### src/rtl/mem_bist_pkg.sv
// Shared types and the march pattern helper for the memory BIST master.
package mem_bist_pkg;

    localparam int unsigned PAT_W = 64;

    typedef enum logic [1:0] {
        IDLE,
        ISSUE,
        WAIT,
        DONE
    } state_t;

    typedef enum logic [1:0] {
        P0_WR_UP,
        P1_RD_UP,
        P2_WR_DN,
        P3_RD_DN
    } phase_t;

    // seed ^ addr, optionally complemented; callers truncate to their word width
    function automatic logic [PAT_W-1:0] pat(
        input logic [PAT_W-1:0] addr,
        input logic [PAT_W-1:0] seed,
        input logic             invert
    );
        logic [PAT_W-1:0] p;
        p = seed ^ addr;
        return invert ? ~p : p;
    endfunction

    function automatic logic is_write(input phase_t ph);
        return (ph == P0_WR_UP) || (ph == P2_WR_DN);
    endfunction

    // The descending phases are also the ones that use the complemented pattern
    function automatic logic is_desc(input phase_t ph);
        return (ph == P2_WR_DN) || (ph == P3_RD_DN);
    endfunction

endpackage

### src/rtl/mem_bist_addr_seq.sv
// Phase and address sequencer: walks each phase up or down and reloads on phase change.
module mem_bist_addr_seq
    import mem_bist_pkg::*;
#(
    parameter int unsigned ADDR_SIZE = 4
) (
    input  logic                 clk,
    input  logic                 rst,
    input  logic                 load,
    input  logic                 advance,
    output phase_t               phase,
    output logic [ADDR_SIZE-1:0] addr,
    output phase_t               next_phase_c,
    output logic [ADDR_SIZE-1:0] next_addr_c,
    output logic                 final_c
);

    localparam logic [ADDR_SIZE-1:0] ADDR_MAX = '1;

    logic last_c;

    // Position after the current access; no wrap inside a phase
    always_comb begin
        last_c       = is_desc(phase) ? (addr == '0) : (addr == ADDR_MAX);
        final_c      = (phase == P3_RD_DN) && (addr == '0);
        next_phase_c = phase;
        next_addr_c  = addr;
        if (last_c) begin
            next_phase_c = phase_t'(2'(phase) + 2'd1);
            next_addr_c  = is_desc(next_phase_c) ? ADDR_MAX : '0;
        end else if (is_desc(phase)) begin
            next_addr_c = addr - ADDR_SIZE'(1);
        end else begin
            next_addr_c = addr + ADDR_SIZE'(1);
        end
    end

    // Sequencer state; load restarts at P0 address 0
    always_ff @(posedge clk) begin
        if (!rst || load) begin
            phase <= P0_WR_UP;
            addr  <= '0;
        end else if (advance) begin
            phase <= next_phase_c;
            addr  <= next_addr_c;
        end
    end

endmodule

### src/rtl/mem_bist_master.sv
// March-test BIST master driving a single-port valid/ready memory.
module mem_bist_master
    import mem_bist_pkg::*;
#(
    parameter int unsigned          DATA_SIZE = 8,
    parameter int unsigned          ADDR_SIZE = 4,
    parameter logic [DATA_SIZE-1:0] SEED      = 8'hA5,
    parameter int unsigned          TIMEOUT   = 4
) (
    input  logic                   clk,
    input  logic                   rst,
    input  logic                   start,
    output logic                   busy,
    output logic                   done,
    output logic                   pass,
    output logic [ADDR_SIZE+1:0]   err_count,
    output logic [ADDR_SIZE-1:0]   err_addr,
    output logic                   valid,
    output logic                   wr_rd,
    output logic [ADDR_SIZE-1:0]   addr,
    output logic [DATA_SIZE-1:0]   wdata,
    input  logic [DATA_SIZE-1:0]   rdata,
    input  logic                   ready
);

    localparam int unsigned ERR_W = ADDR_SIZE + 2;
    localparam int unsigned CNT_W = (TIMEOUT > 1) ? $clog2(TIMEOUT) : 1;

    state_t               state;
    logic [CNT_W-1:0]     wait_cnt;
    logic                 err_seen;

    phase_t               seq_phase;
    phase_t               next_phase_c;
    logic [ADDR_SIZE-1:0] seq_addr;
    logic [ADDR_SIZE-1:0] next_addr_c;
    logic                 final_c;

    logic                 load_c;
    logic                 advance_c;
    logic                 timeout_c;
    logic                 exit_c;
    logic                 error_c;
    logic [DATA_SIZE-1:0] expect_c;
    logic [DATA_SIZE-1:0] next_wdata_c;
    logic [ERR_W-1:0]     err_count_inc_c;

    mem_bist_addr_seq #(
        .ADDR_SIZE (ADDR_SIZE)
    ) u_seq (
        .clk          (clk),
        .rst          (rst),
        .load         (load_c),
        .advance      (advance_c),
        .phase        (seq_phase),
        .addr         (seq_addr),
        .next_phase_c (next_phase_c),
        .next_addr_c  (next_addr_c),
        .final_c      (final_c)
    );

    // Access completion, compare and next-request data
    always_comb begin
        load_c          = ((state == IDLE) || (state == DONE)) && start;
        timeout_c       = (state == WAIT) && !ready && (wait_cnt == CNT_W'(TIMEOUT - 1));
        exit_c          = (state == WAIT) && (ready || timeout_c);
        advance_c       = exit_c && !final_c;
        expect_c        = DATA_SIZE'(pat(PAT_W'(seq_addr), PAT_W'(SEED), is_desc(seq_phase)));
        next_wdata_c    = DATA_SIZE'(pat(PAT_W'(next_addr_c), PAT_W'(SEED), is_desc(next_phase_c)));
        error_c         = exit_c && (timeout_c || (!wr_rd && (rdata != expect_c)));
        err_count_inc_c = (&err_count) ? err_count : err_count + ERR_W'(1);
    end

    // Control FSM with registered request and status outputs
    always_ff @(posedge clk) begin
        if (!rst) begin
            state     <= IDLE;
            wait_cnt  <= '0;
            err_seen  <= 1'b0;
            busy      <= 1'b0;
            done      <= 1'b0;
            pass      <= 1'b0;
            err_count <= '0;
            err_addr  <= '0;
            valid     <= 1'b0;
            wr_rd     <= 1'b0;
            addr      <= '0;
            wdata     <= '0;
        end else begin
            case (state)
                IDLE, DONE: begin
                    if (start) begin
                        state     <= ISSUE;
                        wait_cnt  <= '0;
                        err_seen  <= 1'b0;
                        busy      <= 1'b1;
                        done      <= 1'b0;
                        pass      <= 1'b0;
                        err_count <= '0;
                        err_addr  <= '0;
                        valid     <= 1'b1;
                        wr_rd     <= 1'b1;
                        addr      <= '0;
                        wdata     <= DATA_SIZE'(pat(PAT_W'(0), PAT_W'(SEED), 1'b0));
                    end
                end
                ISSUE: begin
                    valid    <= 1'b0;
                    wait_cnt <= '0;
                    state    <= WAIT;
                end
                WAIT: begin
                    if (!exit_c) begin
                        wait_cnt <= wait_cnt + CNT_W'(1);
                    end else begin
                        if (error_c) begin
                            err_count <= err_count_inc_c;
                            if (!err_seen) begin
                                err_addr <= addr;
                                err_seen <= 1'b1;
                            end
                        end
                        if (final_c) begin
                            state <= DONE;
                            busy  <= 1'b0;
                            done  <= 1'b1;
                            pass  <= !error_c && (err_count == '0);
                            wr_rd <= 1'b0;
                            addr  <= '0;
                            wdata <= '0;
                        end else begin
                            state <= ISSUE;
                            valid <= 1'b1;
                            wr_rd <= is_write(next_phase_c);
                            addr  <= next_addr_c;
                            wdata <= next_wdata_c;
                        end
                    end
                end
                default: state <= IDLE;
            endcase
        end
    end

endmodule
### config.mk
export PLATFORM = sky130hd
export DESIGN_NAME = mem_bist_master
export DESIGN_NICKNAME = d
export VERILOG_FILES = /design/src/rtl/mem_bist_pkg.sv /design/src/rtl/mem_bist_addr_seq.sv /design/src/rtl/mem_bist_master.sv
export SDC_FILE = /design/constraint.sdc
export NUM_CORES = 1
export LEC_CHECK = 0
export BUFFER_PORTS_ARGS = -buffer_cell sky130_fd_sc_hd__buf_2
export CAP_MARGIN = 20
export CELL_PAD_IN_SITES_DETAIL_PLACEMENT = 1
export CELL_PAD_IN_SITES_GLOBAL_PLACEMENT = 1
export CORE_MARGIN = 3
export CORE_UTILIZATION = 41
export CTS_CLUSTER_SIZE = 28
export DETAILED_ROUTE_END_ITERATION = 10
export PLACE_DENSITY_LB_ADDON = 0.1
export SLEW_MARGIN = 15
export SYNTH_ARGS = -nofsm -noshare
export SYNTH_HDL_FRONTEND = slang
export SYNTH_SLANG_ARGS = --single-unit
### constraint.sdc
create_clock -name clk -period 2.7 [get_ports clk]
set_input_delay 0 -clock clk [delete_from_list [all_inputs] [get_ports clk]]
set_output_delay 0 -clock clk [all_outputs]
set_load 0.1 [all_outputs]
# Word level (Yosys, flattened, before mapping)
# Cells that the tools add are included.
# op_classes
muxes	51
n_eq_ne	20
n_addsub	5
n_reduce_logical	37
bitwise_logic	4
# ops
cell	count
8-bit 2-to-1 mux	5
4-bit 2-to-1 mux	9
6-bit 2-to-1 mux	4
2-bit equality test, second input constant	9
2-bit != test, second input constant	8
8-bit inverter	2
4-bit case mux with 2 select lines	2
8-bit case mux with 2 select lines	1
1-bit 2-to-1 mux	15
2-bit 2-to-1 mux	6
2-bit case mux with 3 select lines	2
6-bit case mux with 2 select lines	1
1-bit case mux with 2 select lines	5
5-bit AND reduction	2
1-bit logical AND	9
1-bit logical OR	8
8-bit != test	1
2-bit inverter with 4-bit output	2
4-bit AND reduction	2
6-bit by 1-bit adder with 6-bit output, second input constant	1
6-bit logical NOT	1
3-bit AND reduction	2
6-bit AND reduction	1
1-bit logical NOT	5
other kinds (11)	14
# word_totals
out_inout_bits	27
ff_bits	38
word_cells	131

# Depth between registers and ports, before layout
# Gate-level depths: netlist of the first run.
# depth
word_depth	12
ltp_mapped	11
mapped_depth_nobuf	10

# Hierarchy
# From an unflattened synthesis of the first run, not the netlist that was laid out.
# unflattened
hier_cells	246
area_unflattened_um2	2074.5
# by_module_without_submodules
mod	area_each_um2	cells_per_inst	instances	seq_area_each_um2
mem_bist_master	1557.7	186	1	600.6
mem_bist_addr_seq	516.7	60	1	120.1

# Worst setup path before layout of the first run
# No wires, ideal clock.
# synth_path
path_type	flip-flop to flip-flop
startpoint	register u_seq.phase[0]
endpoint	register err_count[1]
setup_slack_ps	295
n_path_buf	1
arrival_ps	2335
path_stages_with_launch	12
path_cell_list	dfxtp_1 > inv_1 > ha_1 > nor2_2 > inv_1 > ha_1 > xor2_1 > nand3_1 > a2111oi_4 > buf_6 > or3_2 > a21oi_1
# synth_between
elab_chain_len	9
elab_cells_between_ends	10
# synth_lines
item	line_no	source
start, declared	mem_bist_addr_seq.sv:11	output phase_t phase,
start signal, assigned	mem_bist_addr_seq.sv:44	phase <= next_phase_c;
2-bit equality test	mem_bist_pkg.sv:37	return (ph == P2_WR_DN) || (ph == P3_RD_DN);
1-bit logical OR *	mem_bist_pkg.sv:37	
8-bit 2-to-1 mux *	mem_bist_pkg.sv:28	return invert ? ~p : p;
8-bit != test *	mem_bist_master.sv:70	error_c = exit_c && (timeout_c || (!wr_rd && (rdata != expect_c)));
1-bit logical AND *	mem_bist_master.sv:70	
1-bit logical OR *	mem_bist_master.sv:70	
1-bit logical AND *	mem_bist_master.sv:70	
2-bit != test (no line) *	n/a	
5-bit AND reduction (no line) *	n/a	
end signal, assigned	mem_bist_master.sv:117	err_count <= err_count_inc_c;
end, declared	mem_bist_master.sv:16	output logic [ADDR_SIZE+1:0] err_count,
# Mark *: on every way between the ends. The rest lies on a longest branch, timed or not.
# A chain may end at the register's enable or synchronous reset.

# Worst setup path in the final report of the first run
# layout_path
startpoint	register u_seq.phase[0]
endpoint	register err_count[2]
# The elaborated chain is that of the path after synthesis.

==> results_dict.tcl, run 1 <==
set metrics [dict create \
    post_drt_wl_per_cell_microns 15.9 \
    rr_startpoint "u_seq.phase[0]$_SDFFE_PP0P_" \
    die_y_microns 77.7 \
    vias 1867 \
    fmax_mhz 405 \
    slowest_stage "or4_1" \
    cts_tree "done" \
    clk_path_buf_depth 2 \
    hold_depth 2 \
    fin_tns_setup_ns 0 \
    synthXorXnorAreaFrac 0.0564 \
    finalSetupViolCount 0 \
    ys_ff_latch 36 \
    wl_mm 5.52 \
    power.internal_mw 0.920 \
    ctsResizeCount 0 \
    multi_input_area_sq_mm 0.00123 \
    initial_utilization 0.434 \
    yosysMostFrequentCell "dfxtp_1" \
    syn_area_sq_mm 0.00211 \
    clock_latency_ns 0.30 \
    start_kind "flop" \
    reg2reg_depth 11 \
    p_per_area_mw_per_mm2 588 \
    seq_area_frac_synth 0.342 \
    synth_compound_area_frac 0.229 \
    htree_levels 2 \
    syn_inst 238 \
    synth_common_cells "dfxtp_1, a21oi_1, nand2_1" \
    dr.pass1.iters 4 \
    required_ns 2.92 \
    hold_viol 0 \
    numCtsBuffers 5 \
    io_pins 39 \
    p_clk_frac 0.342 \
    dp_slack_ns 0.165 \
    switching_share 0.363 \
    period_minus_slack_ns 2.47 \
    place_area_sq_mm 0.00234 \
    postCtsHoldBufs 0 \
    drv_slew 0 \
    synthSimpleGateAreaFrac 0.212 \
    finalCritPeriodShare 0.915 \
    final_core_util 0.506 \
    clock-sinks 36 \
    clockRootBuffer "clkbuf_8" \
    synth_fa_ha_area_frac 0.0689 \
    combPwrFrac 0.259 \
    crit_arrival_ns 2.69 \
    antenna_found_initial 0 \
    async_reset_ff_frac 0 \
    clkSlewWorstSetupHoldPaths_ns 0.08 \
    netlist.top_cell.by_area "dfxtp_1" \
    first_iter_violations 61 \
    status "finished clean" \
    ff_latch_area_sq_um 722 \
    max_cap_viol_count 0 \
    nFillCells 599 \
    cp_slowest_stage_delay_ns 0.49 \
    yosys.cell_types.count 63 \
    worst_slew_pin_slew_ns 0.591 \
    fin_nets 301 \
    muxShareOfSynthArea 0.0166 \
    synthFlopType "dfxtp_1" \
    die_x_microns 77.7 \
    p_seq_frac 0.399 \
    dpl.hpwl_mm 4.10 \
    worst-path-max-fanout 11 \
    layout-drive-gt1-share 0.272 \
    numPortBuffers 38 \
    rows 25 \
    diodes 0 \
    setup.worst_path.end_class "flop" \
    yosys_warnings 0 \
    fin_area_sq_mm 0.00245 \
    ant_nets 0 \
    die_area_sq_mm 0.00603 \
    path_cells "inv_1 -> ha_1 -> nor2_2 -> inv_1 -> ha_1 -> xor2_1 -> nand3_1 -> a2111oi_4 -> buf_4 -> or4_1 -> a31oi_1" \
    rsz0062_at_grt "false" \
    path_class "reg -> reg" \
    post_cts_buffers 0 \
    drc 0 \
    ir_drop_v 0.000365 \
    hold_end "wdata[5]$_SDFFE_PN0P_" \
    area_growth_pct 16.6 \
    rrSetupSlack_ns 0.23 \
    grt_pass1_vias 1900 \
    cp_top_family "simple AND/OR/NAND/NOR gates" \
    syn_nets 261 \
    timing.slew.headroom 0.603 \
    synth.avg_cell_area_sq_um 8.85 \
    worst_slack_ns 0.229 \
    timing.rr.end "err_count[2]$_SDFFE_PN0P_" \
    gp_congestion 0.782 \
    clock_skew_ns 0.00434 \
    leakagePower_nw 1.03 \
    core_area_sq_mm 0.00485 \
    cp_num_buf_inv 3 \
    grt_pass1_wl_mm 9.44 \
    avgViaCountPerCell 5.40 \
    grt_max_degree 18 \
    grt_use_total 0.194 \
    synth_area_leaders "dfxtp_1, ha_1, a21oi_1" \
    gr-total-overflow 0 \
    p_switching_mw 0.525 \
    synth_edf_count 0 \
    startpoint "u_seq.phase[0]$_SDFFE_PP0P_" \
    synth_top_cell_area_share 0.342 \
    hold_class "in -> reg" \
    synth_top_family_by_area "compound AO/OA/AOI/OAI gates" \
    hold_start "rst" \
]
-- worst register-to-register path, cell delays in order (launching register included) --
cell,delay (ns)
dfxtp_1,0.38
inv_1,0.08
ha_1,0.21
nor2_2,0.10
inv_1,0.09
ha_1,0.33
xor2_1,0.18
nand3_1,0.12
a2111oi_4,0.06
buf_4,0.19
or4_1,0.49
a31oi_1,0.16
-- worst max-delay path by stage --
stage,end,depth (start not counted)
2_1_floorplan,err_count[1]$_SDFFE_PN0P_,11
3_3_place_gp,err_count[2]$_SDFFE_PN0P_,10
3_5_place_dp,err_count[2]$_SDFFE_PN0P_,10
5_1_grt,err_count[4]$_SDFFE_PN0P_,11
4_1_cts,err_count[2]$_SDFFE_PN0P_,10
6_report,err_count[2]$_SDFFE_PN0P_,11
-- area by class of cell --
type / count / area share
inverter: 16 / 0.0245
timing repair buffer: 46 / 0.102
tap: 67 / 0.0341
clock inverter: 3 / 0.0173
clock buffer: 5 / 0.0280
multi-input combinational: 173 / 0.500
sequential: 36 / 0.294
-- stage by stage --
step           hold WS, ns  power (mW)  std cells
4_1_cts             0.0759        1.45        346
2_1_floorplan        0.194       0.893        238
5_1_grt             0.0800        1.50        346
6_report            0.0850        1.44        346
3_5_place_dp         0.393       0.964        338
3_3_place_gp         0.387       0.958        338
-- state kept, by name, summed over array words and instances (netlist names) --
signal / cells
wait_cnt: 2
state: 2
err_seen: 1
pass: 1
u_seq.phase: 2
busy: 1
valid: 1
u_seq.addr: 4
err_count: 6
err_addr: 4
wdata: 6
done: 1
wr_rd: 1
addr: 4
-- routing by layer --
layer / share of wire / global-route usage / wire length, microns / up-vias
met5: 0 / 0 / 0 / -
met4: 0.014 / 0.0569 / 76 / 0
met3: 0.034 / 0.0476 / 186 / 6
met2: 0.48 / 0.318 / 2650 / 31
met1: 0.47 / 0.253 / 2600 / 892
li1: - / - / - / 938
-- cell families after synthesis --
logic type,count (synthesis)
AO/OA/AOI/OAI,68
XOR/XNOR,12
adder cells (fa/ha/maj),11
buffers and inverters,29
flip-flops,36
multiplexers,3
AND/OR/NAND/NOR,79
-- layout by cell type, fill, tap and decap left out, types with 3 or more instances in the layout --
cell type,instances
and3_1,3
o32ai_1,4
ha_1,10
or2_2,3
nand3_1,12
xnor2_1,4
a21boi_1,3
a22oi_1,4
inv_1,15
nand2_1,19
or4_1,3
xor2_1,7
dfxtp_1,35
buf_4,8
nor2_1,10
o21ai_0,9
o31ai_1,3
buf_2,38
nand2b_1,5
o211ai_1,3
a21oi_1,21
nor3_1,3
a211oi_1,3
clkbuf_8,5
-- power by group through the flow --
stage | combinational, mW | sequential (mW) | clock (mW)
after floorplan | 0.173 | 0.720 | 0
after global placement | 0.370 | 0.588 | 0
after detailed placement | 0.375 | 0.589 | 0
after CTS | 0.377 | 0.576 | 0.499
after global routing | 0.401 | 0.580 | 0.523
final | 0.375 | 0.576 | 0.494
Power figures use the tool's default switching activity.
==> run 2: changes to the inputs <==
--- a/config.mk
+++ b/config.mk
@@ -13,6 +13,7 @@
 export CORE_UTILIZATION = 41
 export CTS_CLUSTER_SIZE = 28
 export DETAILED_ROUTE_END_ITERATION = 10
+export MAX_ROUTING_LAYER = met4
 export PLACE_DENSITY_LB_ADDON = 0.1
 export SLEW_MARGIN = 15
 export SYNTH_ARGS = -nofsm -noshare
==> results_dict.tcl, run 2 (same netlist as run 1, synthesis figures left out) <==
set metrics [dict create \
    ant_nets 0 \
    cp_num_buf_inv 3 \
    fmax_mhz 405 \
    core_area_sq_mm 0.00485 \
    dr.pass1.iters 4 \
    io_pins 39 \
    ctsResizeCount 0 \
    hold_start "rst" \
    clock_latency_ns 0.30 \
    dpl.hpwl_mm 4.10 \
    required_ns 2.92 \
    switching_share 0.362 \
    hold_class "in -> reg" \
    fin_tns_setup_ns 0 \
    reg2reg_depth 11 \
    numPortBuffers 38 \
    clock_skew_ns 0.00596 \
    gp_congestion 0.793 \
    avgViaCountPerCell 5.36 \
    wl_mm 5.52 \
    cp_top_family "simple AND/OR/NAND/NOR gates" \
    die_area_sq_mm 0.00603 \
    path_class "reg -> reg" \
    grt_max_degree 18 \
    crit_arrival_ns 2.69 \
    grt_use_total 0.200 \
    rr_startpoint "u_seq.phase[0]$_SDFFE_PP0P_" \
    clockRootBuffer "clkbuf_8" \
    path_cells "inv_1 -> ha_1 -> nor2_2 -> inv_1 -> ha_1 -> xor2_1 -> nand3_1 -> a2111oi_4 -> buf_4 -> or4_1 -> a31oi_1" \
    rrSetupSlack_ns 0.23 \
    postCtsHoldBufs 0 \
    rsz0062_at_grt "false" \
    rows 25 \
    vias 1854 \
    p_per_area_mw_per_mm2 587 \
    diodes 0 \
    worst_slew_pin_slew_ns 0.585 \
    final_common_cell "buf_2" \
    p_seq_frac 0.399 \
    antenna_found_initial 0 \
    dp_slack_ns 0.165 \
    area_growth_pct 16.6 \
    timing.rr.end "err_count[2]$_SDFFE_PN0P_" \
    finalSetupViolCount 0 \
    ir_drop_v 0.000365 \
    p_clk_frac 0.341 \
    first_iter_violations 78 \
    gr-total-overflow 0 \
    cts_tree "done" \
    drc 0 \
    nFillCells 599 \
    ff_latch_area_sq_um 722 \
    combPwrFrac 0.260 \
    grt_pass1_vias 1902 \
    layout_common_cells "buf_2, dfxtp_1, a21oi_1" \
    die_x_microns 77.7 \
    die_y_microns 77.7 \
    numCtsBuffers 5 \
    hold_depth 2 \
    cp_slowest_stage_delay_ns 0.49 \
    fin_nets 301 \
    period_minus_slack_ns 2.47 \
    finalCritPeriodShare 0.914 \
    htree_levels 2 \
    hold_end "wdata[5]$_SDFFE_PN0P_" \
    power_mw 1.44 \
    post_cts_buffers 0 \
    top_regs "err_count x6, wdata x6" \
    worst-path-max-fanout 11 \
    grt_pass1_wl_mm 9.43 \
    leakagePower_nw 1.03 \
    slowest_stage "or4_1" \
    status "finished clean" \
    finalHoldWorstSlack_ns 0.0882 \
    timing.slew.headroom 0.606 \
    setup.worst_path.end_class "flop" \
    p_switching_mw 0.522 \
    worst_slack_ns 0.232 \
    multi_input_area_sq_mm 0.00123 \
    drv_slew 0 \
    post_drt_wl_per_cell_microns 15.9 \
    start_kind "flop" \
    clkSlewWorstSetupHoldPaths_ns 0.08 \
    layout-drive-gt1-share 0.272 \
    hold_viol 0 \
    max_cap_viol_count 0 \
    initial_utilization 0.434 \
    clk_path_buf_depth 2 \
    power.internal_mw 0.920 \
    clock-sinks 36 \
]
run 2: cell counts in the layout (fill, tap and decap cells not counted):
Identical to the previous run, type by type.
run 2: worst max-delay path by stage:
stage	startpoint	to	slack (ns)	cells after the start
after CTS	u_seq.phase[1]$_SDFFE_PP0P_	err_count[2]$_SDFFE_PN0P_	0.16	10
after global placement	u_seq.phase[1]$_SDFFE_PP0P_	err_count[2]$_SDFFE_PN0P_	0.26	10
after floorplan	u_seq.phase[0]$_SDFFE_PP0P_	err_count[1]$_SDFFE_PN0P_	0.29	11
after detailed placement	u_seq.phase[1]$_SDFFE_PP0P_	err_count[2]$_SDFFE_PN0P_	0.16	10
after global routing	u_seq.phase[0]$_SDFFE_PP0P_	err_count[4]$_SDFFE_PN0P_	0.01	11
final	u_seq.phase[0]$_SDFFE_PP0P_	err_count[2]$_SDFFE_PN0P_	0.23	11
run 2: metal layers:
layer | GRT usage | vias up | share of wire
met3 | 0.0476 | 6 | 0.033
met4 | 0.0569 | 0 | 0.013
li1 | - | 937 | -
met1 | 0.254 | 884 | 0.47
met5 | - | - | 0
met2 | 0.318 | 27 | 0.48
run 2: cell type report:
type	count	area share
multi-input combinational	173	0.500
clock inverter	3	0.0173
sequential	36	0.294
timing repair buffer	46	0.102
inverter	16	0.0245
tap	67	0.0341
clock buffer	5	0.0280
run 2: power groups by stage:
stage / combinational [mW] / sequential (mW) / clock [mW]
5_1_grt: 0.401 / 0.580 / 0.524
2_1_floorplan: 0.173 / 0.720 / 0
3_5_place_dp: 0.375 / 0.589 / 0
3_3_place_gp: 0.370 / 0.588 / 0
6_report: 0.375 / 0.576 / 0.491
4_1_cts: 0.377 / 0.576 / 0.499
run 2: metrics by stage:
stage               utilization  instance area, sq um  instances
CTS                       0.506                  2450        346
detailed placement        0.483                  2340        338
global route              0.506                  2450        346
finish                    0.506                  2450        346
global placement          0.483                  2340        338
floorplan                     -                  2110        238
